File: src/rtl/skill_manager_if.sv
// Signal bundle between the keyboard/stage logic and skill_manager.
// The master drives key levels and the stage flag; the slave (skill_manager) returns skill state.
interface skill_manager_if;
    logic       enable;
    logic       key_j;
    logic       key_k;
    logic       key_l;
    logic [2:0] skill;
    logic [2:0] skill_remain;
    logic [1:0] skill_point;
    logic [2:0] point_bar;

    modport master (
        output enable, key_j, key_k, key_l,
        input  skill, skill_remain, skill_point, point_bar
    );

    modport slave (
        input  enable, key_j, key_k, key_l,
        output skill, skill_remain, skill_point, point_bar
    );
endinterface

File: src/rtl/skill_manager.sv
// Skill activation, duration timers and regenerating point pool for the J/K/L skills.
// Optional macro SKILL_REFRESH_EN: a press on an active skill reloads its timer for one point.
module skill_manager #(
    parameter int REGEN_TICKS = 200,
    parameter int MAX_POINTS  = 3,
    parameter int DUR_J       = 100,
    parameter int DUR_K       = 100,
    parameter int DUR_L       = 100
) (
    input logic            clk,
    input logic            rst,
    skill_manager_if.slave bus
);
    localparam logic [15:0] REGEN_LAST = 16'(REGEN_TICKS - 1);
    localparam logic [1:0]  MAX_PT     = 2'(MAX_POINTS);

    logic [2:0]  key_now;
    logic [2:0]  prev_key;
    logic [2:0]  rise;
    logic [2:0]  avail;
    logic [2:0]  eligible;
    logic [2:0]  grant;
    logic        spend;
    logic        regen_wrap;
    logic [15:0] regen_cnt;
    logic [15:0] regen_nxt;
    logic [1:0]  point_nxt;
    logic [2:0]  bar_nxt;
    logic [2:0]  remain_nxt;
    logic [15:0] timer     [3];
    logic [15:0] timer_nxt [3];

    function automatic logic [15:0] dur_of(input int idx);
        case (idx)
            0:       dur_of = 16'(DUR_J);
            1:       dur_of = 16'(DUR_K);
            default: dur_of = 16'(DUR_L);
        endcase
    endfunction

    assign key_now = {bus.key_l, bus.key_k, bus.key_j};
    assign rise    = key_now & ~prev_key;

`ifdef SKILL_REFRESH_EN
    assign avail = 3'b111;
`else
    assign avail = ~bus.skill_remain;
`endif

    assign eligible = (bus.enable && bus.skill_point != 2'd0) ? (rise & avail) : 3'b000;

    // Only one acceptance per tick; lower-priority rises are dropped for good.
    always_comb begin
        grant = 3'b000;
        if (eligible[0])      grant = 3'b001;
        else if (eligible[1]) grant = 3'b010;
        else if (eligible[2]) grant = 3'b100;
    end

    assign spend      = |grant;
    assign regen_wrap = bus.enable && (regen_cnt == REGEN_LAST);

    always_comb begin
        if (!bus.enable || regen_wrap) regen_nxt = 16'd0;
        else                           regen_nxt = regen_cnt + 16'd1;
    end

    // A spend and a regen on the same tick cancel out.
    always_comb begin
        point_nxt = bus.skill_point;
        if (spend && !regen_wrap)
            point_nxt = bus.skill_point - 2'd1;
        else if (regen_wrap && !spend && bus.skill_point < MAX_PT)
            point_nxt = bus.skill_point + 2'd1;
    end

    always_comb begin
        case (point_nxt)
            2'd0:    bar_nxt = 3'b000;
            2'd1:    bar_nxt = 3'b100;
            2'd2:    bar_nxt = 3'b110;
            default: bar_nxt = 3'b111;
        endcase
    end

    // NOTE: every combinational output gets a default before any branch, so no latch is inferred.
    always_comb begin
        for (int i = 0; i < 3; i++) begin
            timer_nxt[i] = 16'd0;
            if (!bus.enable)
                timer_nxt[i] = 16'd0;
            else if (grant[i])
                timer_nxt[i] = dur_of(i);
            else if (timer[i] != 16'd0)
                timer_nxt[i] = timer[i] - 16'd1;
            remain_nxt[i] = (timer_nxt[i] != 16'd0);
        end
    end

    // NOTE: prev_key samples regardless of enable, so a key already held when play starts never fires.
    always_ff @(posedge clk or negedge rst) begin
        if (!rst) begin
            prev_key         <= 3'b000;
            regen_cnt        <= 16'd0;
            bus.skill        <= 3'b000;
            bus.skill_remain <= 3'b000;
            bus.skill_point  <= 2'd0;
            bus.point_bar    <= 3'b000;
            for (int i = 0; i < 3; i++) timer[i] <= 16'd0;
        end else begin
            prev_key         <= key_now;
            regen_cnt        <= regen_nxt;
            bus.skill        <= grant;
            bus.skill_remain <= remain_nxt;
            bus.skill_point  <= point_nxt;
            bus.point_bar    <= bar_nxt;
            for (int i = 0; i < 3; i++) timer[i] <= timer_nxt[i];
        end
    end
endmodule
File: src/flat_wrapper.sv
// flat-port wrapper written by rule: the top's interface ports become plain ports
module skill_manager_flat 
#(
    parameter int REGEN_TICKS = 200,
    parameter int MAX_POINTS  = 3,
    parameter int DUR_J       = 100,
    parameter int DUR_K       = 100,
    parameter int DUR_L       = 100
)
  (clk, rst, bus_enable, bus_key_j, bus_key_k, bus_key_l, bus_skill, bus_skill_remain, bus_skill_point, bus_point_bar);
  skill_manager_if bus_i ();
  input logic clk;
  input logic rst;
  input wire logic [$bits(bus_i.enable)-1:0] bus_enable;
  input wire logic [$bits(bus_i.key_j)-1:0] bus_key_j;
  input wire logic [$bits(bus_i.key_k)-1:0] bus_key_k;
  input wire logic [$bits(bus_i.key_l)-1:0] bus_key_l;
  output wire logic [$bits(bus_i.skill)-1:0] bus_skill;
  output wire logic [$bits(bus_i.skill_remain)-1:0] bus_skill_remain;
  output wire logic [$bits(bus_i.skill_point)-1:0] bus_skill_point;
  output wire logic [$bits(bus_i.point_bar)-1:0] bus_point_bar;
  assign bus_i.enable = bus_enable;
  assign bus_i.key_j = bus_key_j;
  assign bus_i.key_k = bus_key_k;
  assign bus_i.key_l = bus_key_l;
  assign bus_skill = bus_i.skill;
  assign bus_skill_remain = bus_i.skill_remain;
  assign bus_skill_point = bus_i.skill_point;
  assign bus_point_bar = bus_i.point_bar;
  skill_manager #(.REGEN_TICKS(REGEN_TICKS), .MAX_POINTS(MAX_POINTS), .DUR_J(DUR_J), .DUR_K(DUR_K), .DUR_L(DUR_L)) u_core (.clk(clk), .rst(rst), .bus(bus_i));
endmodule
File: config.mk
export PLATFORM = sky130hd
export DESIGN_NAME = skill_manager_flat
export DESIGN_NICKNAME = d
export VERILOG_FILES = /design/src/rtl/skill_manager_if.sv /design/src/rtl/skill_manager.sv /design/src/flat_wrapper.sv
export SDC_FILE = /design/constraint.sdc
export NUM_CORES = 1
export LEC_CHECK = 0
export CORE_UTILIZATION = 51
export CTS_BUF_LIST = sky130_fd_sc_hd__clkbuf_8
export DETAILED_ROUTE_END_ITERATION = 6
export PLACE_DENSITY_LB_ADDON = 0.08
export RECOVER_POWER = 25
export SLEW_MARGIN = 0
export SYNTH_ARGS = -nofsm -noshare
export SYNTH_HDL_FRONTEND = slang
export SYNTH_SLANG_ARGS = --single-unit
File: constraint.sdc
create_clock -name clk -period 2.45 [get_ports clk]
set_input_delay 0.49 -clock clk [delete_from_list [all_inputs] [get_ports clk]]
set_output_delay 0.49 -clock clk [all_outputs]
set_load 0.02 [all_outputs]
==> impl_metrics.sql, run 1 <==
INSERT INTO impl_metrics (metric_group, metric, value, unit) VALUES
('min_path', 'worstHoldPathType', 'reg -> reg', ''),
('sta', 'timing_hold_violations_final', '0', ''),
('detailed_routing', 'route.detailed.drc', '0', ''),
('worst_setup_path', 'endpoint_kind', 'flip-flop', ''),
('detailed_routing', 'detail_route.iter0.violations', '136', ''),
('detailed_routing', 'routed-via-count', '3177', ''),
('global_route', 'global_route_total_usage_across_every_layer', '21.7', '%'),
('sta', 'slew_headroom', '-27.8', '%'),
('sta', 'final.min_clock_period', '2.31', 'ns'),
('floorplan', 'ioPinCount', '17', ''),
('worst_setup_path', 'critPathKind', 'reg -> reg', ''),
('clock_network', 'postCtsResizedCells', '0', ''),
('global_route', 'initial_antenna_violation_count', '0', ''),
('synth', 'ys_seq_elements', '78', ''),
('clock_network', 'worstSkewPairLatency', '0.36', 'ns'),
('min_path', 'worst_hold_path.num_cells', '1', ''),
('synth', 'synth_area', '4130', 'um^2'),
('global_route', 'grt_first_pass_wirelength', '14.5', 'mm'),
('worst_setup_path', 'crit-reg2reg-capture', 'u_core.timer[44]', ''),
('worst_setup_path', 'critPathArrivalTime', '2.55', 'ns'),
('synth', 'fraction_of_post_synthesis_cell_area_in_the_top_cell_type_by_area', '47.2', '%'),
('place', 'place_worst_setup_slack', '-0.125', 'ns'),
('power', 'power_density', '1310', 'nW/um^2'),
('place', 'placed_cell_area', '4500', 'um^2'),
('min_path', 'hold_path.startpoint', 'u_core.timer[0]', ''),
('cells_and_area', 'area_growth', '12.9', '%'),
('power', 'static_leakage_power', '0.00210', 'uW'),
('worst_setup_path', 'cp-start-kind', 'flip-flop', ''),
('synth', 'synthDominantAreaCellType', 'sky130_fd_sc_hd__dfrtp_1', ''),
('sta', 'finalClockSkew', '0.0114', 'ns'),
('synth', 'synth_nets', '455', ''),
('run_status', 'failing_checks', 'capacitance limit, slew limit', ''),
('sta', 'timing.hold.ws', '0.521', 'ns'),
('clock_network', 'cts_max_level', '3', ''),
('sta', 'final_setup_violation_count', '0', ''),
('place', 'placer_congestion_estimate', '0.797', ''),
('min_path', 'hold-path-endpoint', 'u_core.timer[0]', ''),
('worst_setup_path', 'path_cells', 'inv_1 > ha_1 > or3b_4 > or4_4 > nor4_4 > nand3b_4 > buf_4 > nor2_1', ''),
('clock_network', 'tritoncts.num_buffers', '9', ''),
('detailed_routing', 'drt_pass1_iterations', '4', ''),
('cells_and_area', 'layout_nets', '484', ''),
('floorplan', 'dieWidth', '92.0', 'um'),
('worst_setup_path', 'crit_path_max_incr_delay', '0.50', 'ns'),
('synth', 'yosysMostFrequentCell', 'sky130_fd_sc_hd__nor2_1', ''),
('synth', 'synth_seq_area_share', '47.2', '%'),
('run_status', 'result_of_the_run', 'finished with violations', ''),
('place', 'place_hpwl', '5.57', 'mm'),
('sta', 'grt_setup_unrepaired', 'no', ''),
('floorplan', 'row_count', '32', ''),
('floorplan', 'floorplan.die.height', '92.0', 'um'),
('sta', 'fmax', '432', 'MHz'),
('synth', 'synth-async-reset-ratio', '100', '%'),
('global_route', 'first_global_vias', '3163', ''),
('worst_setup_path', 'timing.reg2reg.setup_slack', '0.14', 'ns'),
('worst_setup_path', 'critical_path_required', '2.68', 'ns'),
('floorplan', 'floorplan.die_area', '8470', 'um^2'),
('detailed_routing', 'vias_per_cell', '5.50', ''),
('sta', 'final_max_slew_viol_count', '79', ''),
('worst_setup_path', 'number_of_buffers_and_inverters_on_the_critical_path', '2', ''),
('synth', 'synth_top_cells_by_area', 'sky130_fd_sc_hd__dfrtp_1, sky130_fd_sc_hd__nor2_1, sky130_fd_sc_hd__xnor2_1, sky130_fd_sc_hd__xor2_1, sky130_fd_sc_hd__nand2_1', ''),
('sta', 'worstMarginPinSlew', '1.92', 'ns'),
('synth', 'synth-main-ff-cell', 'sky130_fd_sc_hd__dfrtp_1', ''),
('cells_and_area', 'antenna_cells_inserted', '0', ''),
('detailed_routing', 'totalWireLength', '8.10', 'mm'),
('run', 'cap_violations', '1', ''),
('sta', 'setup_ws', '0.136', 'ns'),
('worst_setup_path', 'reg2reg_depth', '8', ''),
('place', 'io_buffer_count', '16', ''),
('global_route', 'globalRouteOverflowTotal', '0', ''),
('synth', 'avgSynthCellArea', '9.33', 'um^2'),
('power', 'irDropWorstVdd', '0.809', 'mV');
## cells by family after synthesis
family,Yosys count,synth area share [%]
AO/OA/AOI/OAI,43,7.08
XOR/XNOR,52,11.0
adder cells (fa/ha/maj),6,1.82
buffers and inverters,33,3.54
flip-flops,78,47.2
multiplexers,1,0.242
AND/OR/NAND/NOR,230,29.1
## cells in the final DEF (no fill, tap or decap), types with 4 or more instances in the layout
cell type,netlist,layout
sky130_fd_sc_hd__clkdlybuf4s50_1,0,12
sky130_fd_sc_hd__or4b_2,4,4
sky130_fd_sc_hd__dfrtp_1,78,78
sky130_fd_sc_hd__nor3_1,19,19
sky130_fd_sc_hd__ha_1,6,6
sky130_fd_sc_hd__nand4_1,6,6
sky130_fd_sc_hd__nor2b_1,6,6
sky130_fd_sc_hd__and3_1,6,6
sky130_fd_sc_hd__nand3_1,7,7
sky130_fd_sc_hd__nor4_1,17,17
sky130_fd_sc_hd__xnor2_1,31,31
sky130_fd_sc_hd__nand2b_1,5,5
sky130_fd_sc_hd__a21oi_1,8,8
sky130_fd_sc_hd__nand2_1,39,39
sky130_fd_sc_hd__clkbuf_8,0,10
sky130_fd_sc_hd__nand3b_1,8,8
sky130_fd_sc_hd__xor2_1,21,21
sky130_fd_sc_hd__o21ai_0,12,12
sky130_fd_sc_hd__nor2_1,85,85
sky130_fd_sc_hd__inv_1,15,17
sky130_fd_sc_hd__buf_4,1,18
## layer usage
layer  GRT usage, %  vias to the layer above  part of all wire [%]
met5              0                        -                     0
met4           10.5                        0                   2.0
met3           3.65                       14                   2.4
met2           34.9                       49                    48
met1           28.4                     1532                    48
li1               -                     1582                     -
## worst register-to-register path, cell delays in order, from the launching register on
cell and delay [ns]:
sky130_fd_sc_hd__dfrtp_1 0.38, sky130_fd_sc_hd__inv_1 0.08, sky130_fd_sc_hd__ha_1 0.16, sky130_fd_sc_hd__or3b_4 0.41
sky130_fd_sc_hd__or4_4 0.50, sky130_fd_sc_hd__nor4_4 0.25, sky130_fd_sc_hd__nand3b_4 0.20, sky130_fd_sc_hd__buf_4 0.17
sky130_fd_sc_hd__nor2_1 0.05
## worst max path at each step
stage / startpoint / to / slack, ns / depth (start not counted)
finish: u_core.timer[32] / u_core.timer[44] / 0.14 / 8
global route: u_core.timer[32] / u_core.timer[44] / 0.02 / 8
CTS: u_core.timer[32] / u_core.timer[44] / 0.07 / 8
detailed placement: bus_key_l / u_core.timer[11] / -0.12 / 6
global placement: bus_key_l / u_core.timer[11] / -0.09 / 6
floorplan: u_core.timer[32] / u_core.bus.skill_remain[0] / 0.06 / 10
## report_power, final
part           internal, uW  switching [uW]  total [uW]
Clock                   383             468         851
Combinational          1470            1710        3180
Sequential             1660             414        2070
## state kept, by name (all words and copies together), names as in the netlist
name	cells
u_core.bus.skill_point	2
u_core.regen_cnt	16
u_core.prev_key	3
u_core.bus.skill_remain	3
u_core.timer	48
u_core.bus.skill	3
u_core.bus.point_bar	3
## cell type report
cell class	instances	area, um^2	area share, %
repair buffers	36	330	7.08
flip-flops and latches	78	1950	41.8
clock inverters	5	28.8	0.616
clock buffers	10	138	2.95
well taps	102	128	2.73
inverters	15	56.3	1.21
multi-input cells	332	2040	43.6
## repair_timing
item / in CTS / in global routing
buffers inserted: 0 / 1
setup endpoints to repair: 0 / 9
hold buffers: 0 / 0
## metrics by stage
stage	power [uW]	std cells	TNS, ns	util, %
after CTS	6140	577	0	60.0
after global placement	5200	562	-1.22	57.9
final	6100	578	0	60.1
after global routing	6650	578	0	60.1
after floorplan	4430	443	0	-
after detailed placement	5260	562	-1.91	57.9
No activity file was read; power rests on OpenSTA's default activity.
==> run 2, diff against run 1 <==
- CTS_BUF_LIST: sky130_fd_sc_hd__clkbuf_8 -> sky130_fd_sc_hd__clkbuf_4 sky130_fd_sc_hd__clkbuf_8
==> run 2 against run 1 <==
  * The run still ends with capacitance limit, slew limit left
  * Core utilization grew 0.097 points
  * Clock skew is essentially flat
  * Clock power grew 3.3%
  * Critical path type unchanged
  * Largest cell class unchanged
  * Highest routed layer unchanged
==> impl_metrics.sql, run 2 (synthesized netlist as in run 1, its figures left out) <==
INSERT INTO impl_metrics (metric_group, metric, value, unit) VALUES
('detailed_routing', 'routed-via-count', '3176', ''),
('worst_setup_path', 'timing.reg2reg.setup_slack', '0.14', 'ns'),
('cells_and_area', 'flip_flop_count_of_the_largest_register_after_layout', '48', ''),
('power', 'comb_power_share', '51.9', '%'),
('power', 'swShare', '42.2', '%'),
('worst_setup_path', 'endpoint_kind', 'flip-flop', ''),
('place', 'place_hpwl', '5.57', 'mm'),
('cells_and_area', 'layout.cell_area.non_filler', '4680', 'um^2'),
('clock_network', 'postCtsResizedCells', '0', ''),
('detailed_routing', 'route.detailed.drc', '0', ''),
('power', 'seqPwrFrac', '33.8', '%'),
('clock_network', 'worstSkewPairLatency', '0.35', 'ns'),
('cells_and_area', 'registers.top_by_ff_count', 'u_core.timer', ''),
('floorplan', 'core_area', '7770', 'um^2'),
('min_path', 'hold-path-endpoint', 'u_core.timer[0]', ''),
('clock_network', 'cts-root-to-sink-buffers', '2', ''),
('cells_and_area', 'fin_util', '60.2', '%'),
('sta', 'slew_headroom', '-28.2', '%'),
('worst_setup_path', 'path_cells', 'or3_1 > or4b_4 > nor3_1 > o221ai_1 > a21oi_1 > o211ai_1', ''),
('power', 'static_leakage_power', '0.00210', 'uW'),
('worst_setup_path', 'crit_path_max_incr_delay', '0.56', 'ns'),
('floorplan', 'ioPinCount', '17', ''),
('power', 'clkPwrFrac', '14.3', '%'),
('worst_setup_path', 'crit_path_max_fanout', '5', ''),
('detailed_routing', 'ant_nets', '0', ''),
('global_route', 'global_route_total_usage_across_every_layer', '21.7', '%'),
('worst_setup_path', 'reg2reg_depth', '6', ''),
('place', 'placed_cell_area', '4500', 'um^2'),
('sta', 'final_min_period_over_clock_period', '94.4', '%'),
('floorplan', 'row_count', '32', ''),
('sta', 'timing.hold.ws', '0.521', 'ns'),
('clock_network', 'tritoncts.num_buffers', '9', ''),
('detailed_routing', 'detail_route.iter0.violations', '129', ''),
('power', 'internal_power', '3540', 'uW'),
('detailed_routing', 'vias_per_cell', '5.49', ''),
('global_route', 'initial_antenna_violation_count', '0', ''),
('detailed_routing', 'drt_pass1_iterations', '4', ''),
('clock_network', 'cts-hold-fix-buffers', '0', ''),
('global_route', 'grt_first_pass_wirelength', '14.5', 'mm'),
('worst_setup_path', 'cp.depth', '6', ''),
('global_route', 'first_global_vias', '3155', ''),
('sta', 'final.min_clock_period', '2.31', 'ns'),
('worst_setup_path', 'worst_path_dominant_cell_family', 'simple AND/OR/NAND/NOR gates', ''),
('sta', 'fmax', '432', 'MHz'),
('clock_network', 'cts_max_level', '3', ''),
('min_path', 'hold_path.startpoint', 'u_core.timer[0]', ''),
('detailed_routing', 'totalWireLength', '8.07', 'mm'),
('clock_network', 'worst_setup_hold_path_clk_slew', '0.08', 'ns'),
('clock_network', 'clock_tree_from_tritoncts', 'built', ''),
('sta', 'final_max_slew_viol_count', '79', ''),
('cells_and_area', 'layout_nets', '484', ''),
('clock_network', 'clockRootBuffer', 'sky130_fd_sc_hd__clkbuf_8', ''),
('cells_and_area', 'final_common_cell', 'sky130_fd_sc_hd__nor2_1', ''),
('cells_and_area', 'most_frequent_cells_in_the_layout', 'sky130_fd_sc_hd__nor2_1, sky130_fd_sc_hd__dfrtp_1, sky130_fd_sc_hd__nand2_1, sky130_fd_sc_hd__xnor2_1, sky130_fd_sc_hd__xor2_1', ''),
('worst_setup_path', 'rr_startpoint', 'u_core.timer[41]', ''),
('worst_setup_path', 'slowest_stage_cell_crit_path', 'sky130_fd_sc_hd__or4b_4', ''),
('cells_and_area', 'antenna_cells_inserted', '0', ''),
('floorplan', 'effective_utilization_at_floorplan', '53.2', '%'),
('floorplan', 'floorplan.die_area', '8470', 'um^2'),
('floorplan', 'floorplan.die.height', '92.0', 'um'),
('run_status', 'failing_checks', 'capacitance limit, slew limit', ''),
('run_status', 'result_of_the_run', 'finished with violations', ''),
('sta', 'grt_setup_unrepaired', 'no', ''),
('clock_network', 'cts.sink_count', '78', ''),
('place', 'io_buffer_count', '16', ''),
('worst_setup_path', 'critPathArrivalTime', '2.53', 'ns'),
('place', 'placer_congestion_estimate', '0.797', ''),
('worst_setup_path', 'cp-start-kind', 'flip-flop', ''),
('sta', 'timing_hold_violations_final', '0', ''),
('worst_setup_path', 'setup.worst_path.start', 'u_core.timer[41]', ''),
('worst_setup_path', 'critPathKind', 'reg -> reg', ''),
('power', 'irDropWorstVdd', '0.810', 'mV'),
('cells_and_area', 'area_growth', '13.1', '%'),
('cells_and_area', 'layout-drive-gt1-share', '10.5', '%'),
('min_path', 'worstHoldPathType', 'reg -> reg', ''),
('worst_setup_path', 'number_of_buffers_and_inverters_on_the_critical_path', '0', ''),
('cells_and_area', 'filler_cell_count', '683', ''),
('sta', 'finalClockSkew', '0.0112', 'ns'),
('power', 'switching_power_of_the_nets', '2590', 'uW'),
('run', 'cap_violations', '1', ''),
('min_path', 'worst_hold_path.num_cells', '1', ''),
('cells_and_area', 'biggestRegsByFlops', 'u_core.timer x48, u_core.regen_cnt x16', ''),
('detailed_routing', 'routedWlPerCell', '14.0', 'um'),
('clock_network', 'post-cts-setup-buffers', '0', ''),
('worst_setup_path', 'crit-reg2reg-capture', 'u_core.bus.skill_remain[0]', ''),
('global_route', 'maximum_number_of_pins_on_one_net_before_global_route_repair', '79', ''),
('global_route', 'globalRouteOverflowTotal', '0', ''),
('power', 'power_density', '1310', 'nW/um^2'),
('sta', 'final_setup_violation_count', '0', ''),
('floorplan', 'dieWidth', '92.0', 'um'),
('sta', 'worstMarginPinSlew', '1.92', 'ns'),
('worst_setup_path', 'critical_path_required', '2.67', 'ns');
-- run 2: power groups by stage --
stage	registers, uW	clock network [uW]	logic, uW
6_report	2070	879	3180
5_1_grt	2140	959	3580
4_1_cts	2070	911	3190
3_5_place_dp	2090	0	3170
3_3_place_gp	2080	0	3120
2_1_floorplan	2040	0	2390
-- run 2: metal layers --
layer / track usage, % / up-vias / share of wire (%)
met4: 10.5 / 0 / 1.9
met1: 28.4 / 1529 / 48
met2: 35.0 / 51 / 48
met5: 0 / - / 0
met3: 3.65 / 12 / 2.4
li1: - / 1584 / -
-- run 2: per-stage QoR --
| stage | instances | power (uW) | setup TNS (ns) | setup WS, ns |
|---|---|---|---|---|
| after global placement | 562 | 5200 | -1.22 | -0.0938 |
| after global routing | 578 | 6680 | 0 | 0.0157 |
| after detailed placement | 562 | 5260 | -1.91 | -0.125 |
| final | 578 | 6130 | 0 | 0.137 |
| after floorplan | 443 | 4430 | 0 | 0.0572 |
| after CTS | 577 | 6170 | 0 | 0.0658 |
-- run 2: worst max-delay path by stage --
stage	slack [ns]	to
final	0.14	u_core.bus.skill_remain[0]
after global routing	0.02	u_core.timer[44]
after CTS	0.07	u_core.timer[44]
after detailed placement	-0.12	u_core.timer[11]
after global placement	-0.09	u_core.timer[11]
after floorplan	0.06	u_core.bus.skill_remain[0]
-- run 2: worst reg2reg max path: stages (launching register included) --
cell and delay (ns):
sky130_fd_sc_hd__dfrtp_1 0.42, sky130_fd_sc_hd__or3_1 0.44, sky130_fd_sc_hd__or4b_4 0.56, sky130_fd_sc_hd__nor3_1 0.34, sky130_fd_sc_hd__o221ai_1 0.16, sky130_fd_sc_hd__a21oi_1 0.17, sky130_fd_sc_hd__o211ai_1 0.10
-- run 2: area by class of cell --
cell class                 instances  area (um^2)  share of cell area [%]
sequential                        78         1950                    41.7
inverter                          15         56.3                    1.20
clock buffer                      12          153                    3.26
multi-input combinational        332         2040                    43.5
tap                              102          128                    2.73
clock inverter                     3         21.3                   0.455
timing repair buffer              36          330                    7.06
==> run 3, diff against run 2 <==
- CORE_MARGIN: not set -> 4
==> run 3 against run 2 <==
  * The flow now finishes without violations
  * Clock power rose by 32%
  * Register-to-register slack about the same
  * Count of clock-buffer cells in the layout shrank 2
  * Worst hold slack got worse by 0.27 ns
  * Combinational power about the same
  * Design area increased by 1.7%
  * Clock skew rose by 0.0032 ns
  * Core utilization up 0.70 points
  * Sequential share of layout area is 0.69 points lower
  * Critical endpoint is now u_core.timer[44]
  * Highest routed layer unchanged
==> impl_metrics.sql, run 3 (synthesized netlist as in run 1, its figures left out) <==
INSERT INTO impl_metrics (metric_group, metric, value, unit) VALUES
('floorplan', 'core_area', '7810', 'um^2'),
('cells_and_area', 'flip_flop_count_of_the_largest_register_after_layout', '48', ''),
('global_route', 'initial_antenna_violation_count', '0', ''),
('cells_and_area', 'most_frequent_cells_in_the_layout', 'sky130_fd_sc_hd__nor2_1, sky130_fd_sc_hd__dfrtp_1, sky130_fd_sc_hd__nand2_1, sky130_fd_sc_hd__xnor2_1, sky130_fd_sc_hd__xor2_1', ''),
('worst_setup_path', 'critPathArrivalTime', '2.53', 'ns'),
('power', 'irDropWorstVdd', '0.774', 'mV'),
('place', 'placer_congestion_estimate', '0.847', ''),
('detailed_routing', 'vias_per_cell', '5.38', ''),
('cells_and_area', 'antenna_cells_inserted', '0', ''),
('run_status', 'result_of_the_run', 'completed', ''),
('sta', 'fmax', '434', 'MHz'),
('global_route', 'maximum_number_of_pins_on_one_net_before_global_route_repair', '42', ''),
('sta', 'worstMarginPinSlew', '0.973', 'ns'),
('global_route', 'grt_first_pass_wirelength', '14.0', 'mm'),
('detailed_routing', 'routed-via-count', '3122', ''),
('worst_setup_path', 'worst_path_dominant_cell_family', 'simple AND/OR/NAND/NOR gates', ''),
('cells_and_area', 'filler_cell_count', '666', ''),
('worst_setup_path', 'rr_startpoint', 'u_core.timer[32]', ''),
('sta', 'final_max_slew_viol_count', '0', ''),
('worst_setup_path', 'critPathKind', 'reg -> reg', ''),
('global_route', 'global_route_total_usage_across_every_layer', '17.3', '%'),
('clock_network', 'tritoncts.num_buffers', '9', ''),
('clock_network', 'cts-root-to-sink-buffers', '2', ''),
('sta', 'finalClockSkew', '0.0143', 'ns'),
('floorplan', 'floorplan.die.height', '98.0', 'um'),
('floorplan', 'row_count', '32', ''),
('detailed_routing', 'drt_pass1_iterations', '7', ''),
('clock_network', 'cts.sink_count', '78', ''),
('clock_network', 'worst_setup_hold_path_clk_slew', '0.09', 'ns'),
('sta', 'final.min_clock_period', '2.30', 'ns'),
('power', 'static_leakage_power', '0.00214', 'uW'),
('worst_setup_path', 'number_of_buffers_and_inverters_on_the_critical_path', '2', ''),
('clock_network', 'clock_tree_from_tritoncts', 'built', ''),
('floorplan', 'dieWidth', '98.0', 'um'),
('cells_and_area', 'registers.top_by_ff_count', 'u_core.timer', ''),
('place', 'place_hpwl', '5.55', 'mm'),
('cells_and_area', 'layout-drive-gt1-share', '11.1', '%'),
('worst_setup_path', 'slowest_stage_cell_crit_path', 'sky130_fd_sc_hd__or4_4', ''),
('sta', 'timing.hold.ws', '0.253', 'ns'),
('sta', 'final_min_period_over_clock_period', '94.0', '%'),
('worst_setup_path', 'endpoint_kind', 'flip-flop', ''),
('floorplan', 'floorplan.die_area', '9610', 'um^2'),
('clock_network', 'worstSkewPairLatency', '0.35', 'ns'),
('power', 'power_density', '1350', 'nW/um^2'),
('cells_and_area', 'biggestRegsByFlops', 'u_core.timer x48, u_core.regen_cnt x16', ''),
('clock_network', 'cts_max_level', '3', ''),
('floorplan', 'ioPinCount', '17', ''),
('cells_and_area', 'area_growth', '15.0', '%'),
('worst_setup_path', 'critical_path_required', '2.68', 'ns'),
('cells_and_area', 'layout_nets', '486', ''),
('worst_setup_path', 'path_cells', 'inv_1 > ha_1 > or3b_4 > or4_4 > nor4_4 > nand3b_4 > buf_8 > nor2_1', ''),
('worst_setup_path', 'setup.worst_path.start', 'u_core.timer[32]', ''),
('min_path', 'worstHoldPathType', 'in -> async', ''),
('global_route', 'globalRouteOverflowTotal', '0', ''),
('sta', 'final_setup_violation_count', '0', ''),
('worst_setup_path', 'crit_path_max_incr_delay', '0.59', 'ns'),
('worst_setup_path', 'cp-start-kind', 'flip-flop', ''),
('global_route', 'first_global_vias', '3006', ''),
('detailed_routing', 'ant_nets', '0', ''),
('sta', 'finalSetupTns', '0', 'ns'),
('floorplan', 'effective_utilization_at_floorplan', '52.9', '%'),
('detailed_routing', 'totalWireLength', '7.86', 'mm'),
('detailed_routing', 'detail_route.iter0.violations', '107', ''),
('sta', 'slew_headroom', '35.1', '%'),
('detailed_routing', 'route.detailed.drc', '0', ''),
('clock_network', 'clockRootBuffer', 'sky130_fd_sc_hd__clkbuf_8', ''),
('place', 'io_buffer_count', '16', ''),
('detailed_routing', 'routedWlPerCell', '13.5', 'um'),
('worst_setup_path', 'crit_path_max_fanout', '13', ''),
('run', 'cap_violations', '0', ''),
('cells_and_area', 'final_common_cell', 'sky130_fd_sc_hd__nor2_1', ''),
('sta', 'timing_hold_violations_final', '0', '');
## run 3: final cells by class
| class | count | area (um^2) | area share (%) |
|---|---|---|---|
| clock inverter | 5 | 108 | 2.26 |
| tap | 102 | 128 | 2.68 |
| multi-input combinational | 332 | 2040 | 42.9 |
| clock buffer | 10 | 131 | 2.76 |
| sequential | 78 | 1950 | 41.1 |
| timing repair buffer | 38 | 338 | 7.11 |
| inverter | 15 | 56.3 | 1.18 |
## run 3: where the power goes
part | internal, uW | leakage [uW] | total (uW) | switching [uW]
logic | 1490 | 0.000986 | 3200 | 1700
clock network | 689 | 0.000120 | 1160 | 473
registers | 1660 | 0.00104 | 2070 | 414
total | 3840 | 0.00214 | 6430 | 2590
## run 3: per-stage QoR
stage	power [uW]	cells	setup WS, ns	util [%]	instance area (um^2)
floorplan	4430	443	0.0572	-	4130
global placement	5190	563	-0.0953	57.7	4500
detailed placement	5230	563	-0.132	57.7	4500
CTS	6420	578	0.0803	60.8	4740
global route	6980	580	-0.00897	60.9	4750
finish	6430	580	0.148	60.9	4750
## run 3: final timing paths
| kind | cells past startpoint | endpoint | slack (ns) |
|---|---|---|---|
| min reg2reg | 1 | u_core.regen_cnt[0] | 0.49 |
| min in group clk | 1 | u_core.regen_cnt[0] | 0.49 |
| max in group asynchronous | 2 | u_core.regen_cnt[11] | 0.71 |
| max | 8 | u_core.timer[44] | 0.15 |
| min | 1 | u_core.timer[0] | 0.25 |
| max reg2reg | 8 | u_core.timer[44] | 0.15 |
## run 3: repair_timing
action,4_1_cts,5_1_grt
buffers inserted,0,2
endpoints found under the setup margin,0,14
hold buffers,0,0
resized for setup,0,3
## run 3: routing by layer
metal	share of wire, %	up-vias	GRT usage, %
met3	3.1	13	3.14
met2	46	46	27.1
met4	2.0	0	6.92
li1	-	1579	-
met5	0	-	0
met1	48	1484	23.9
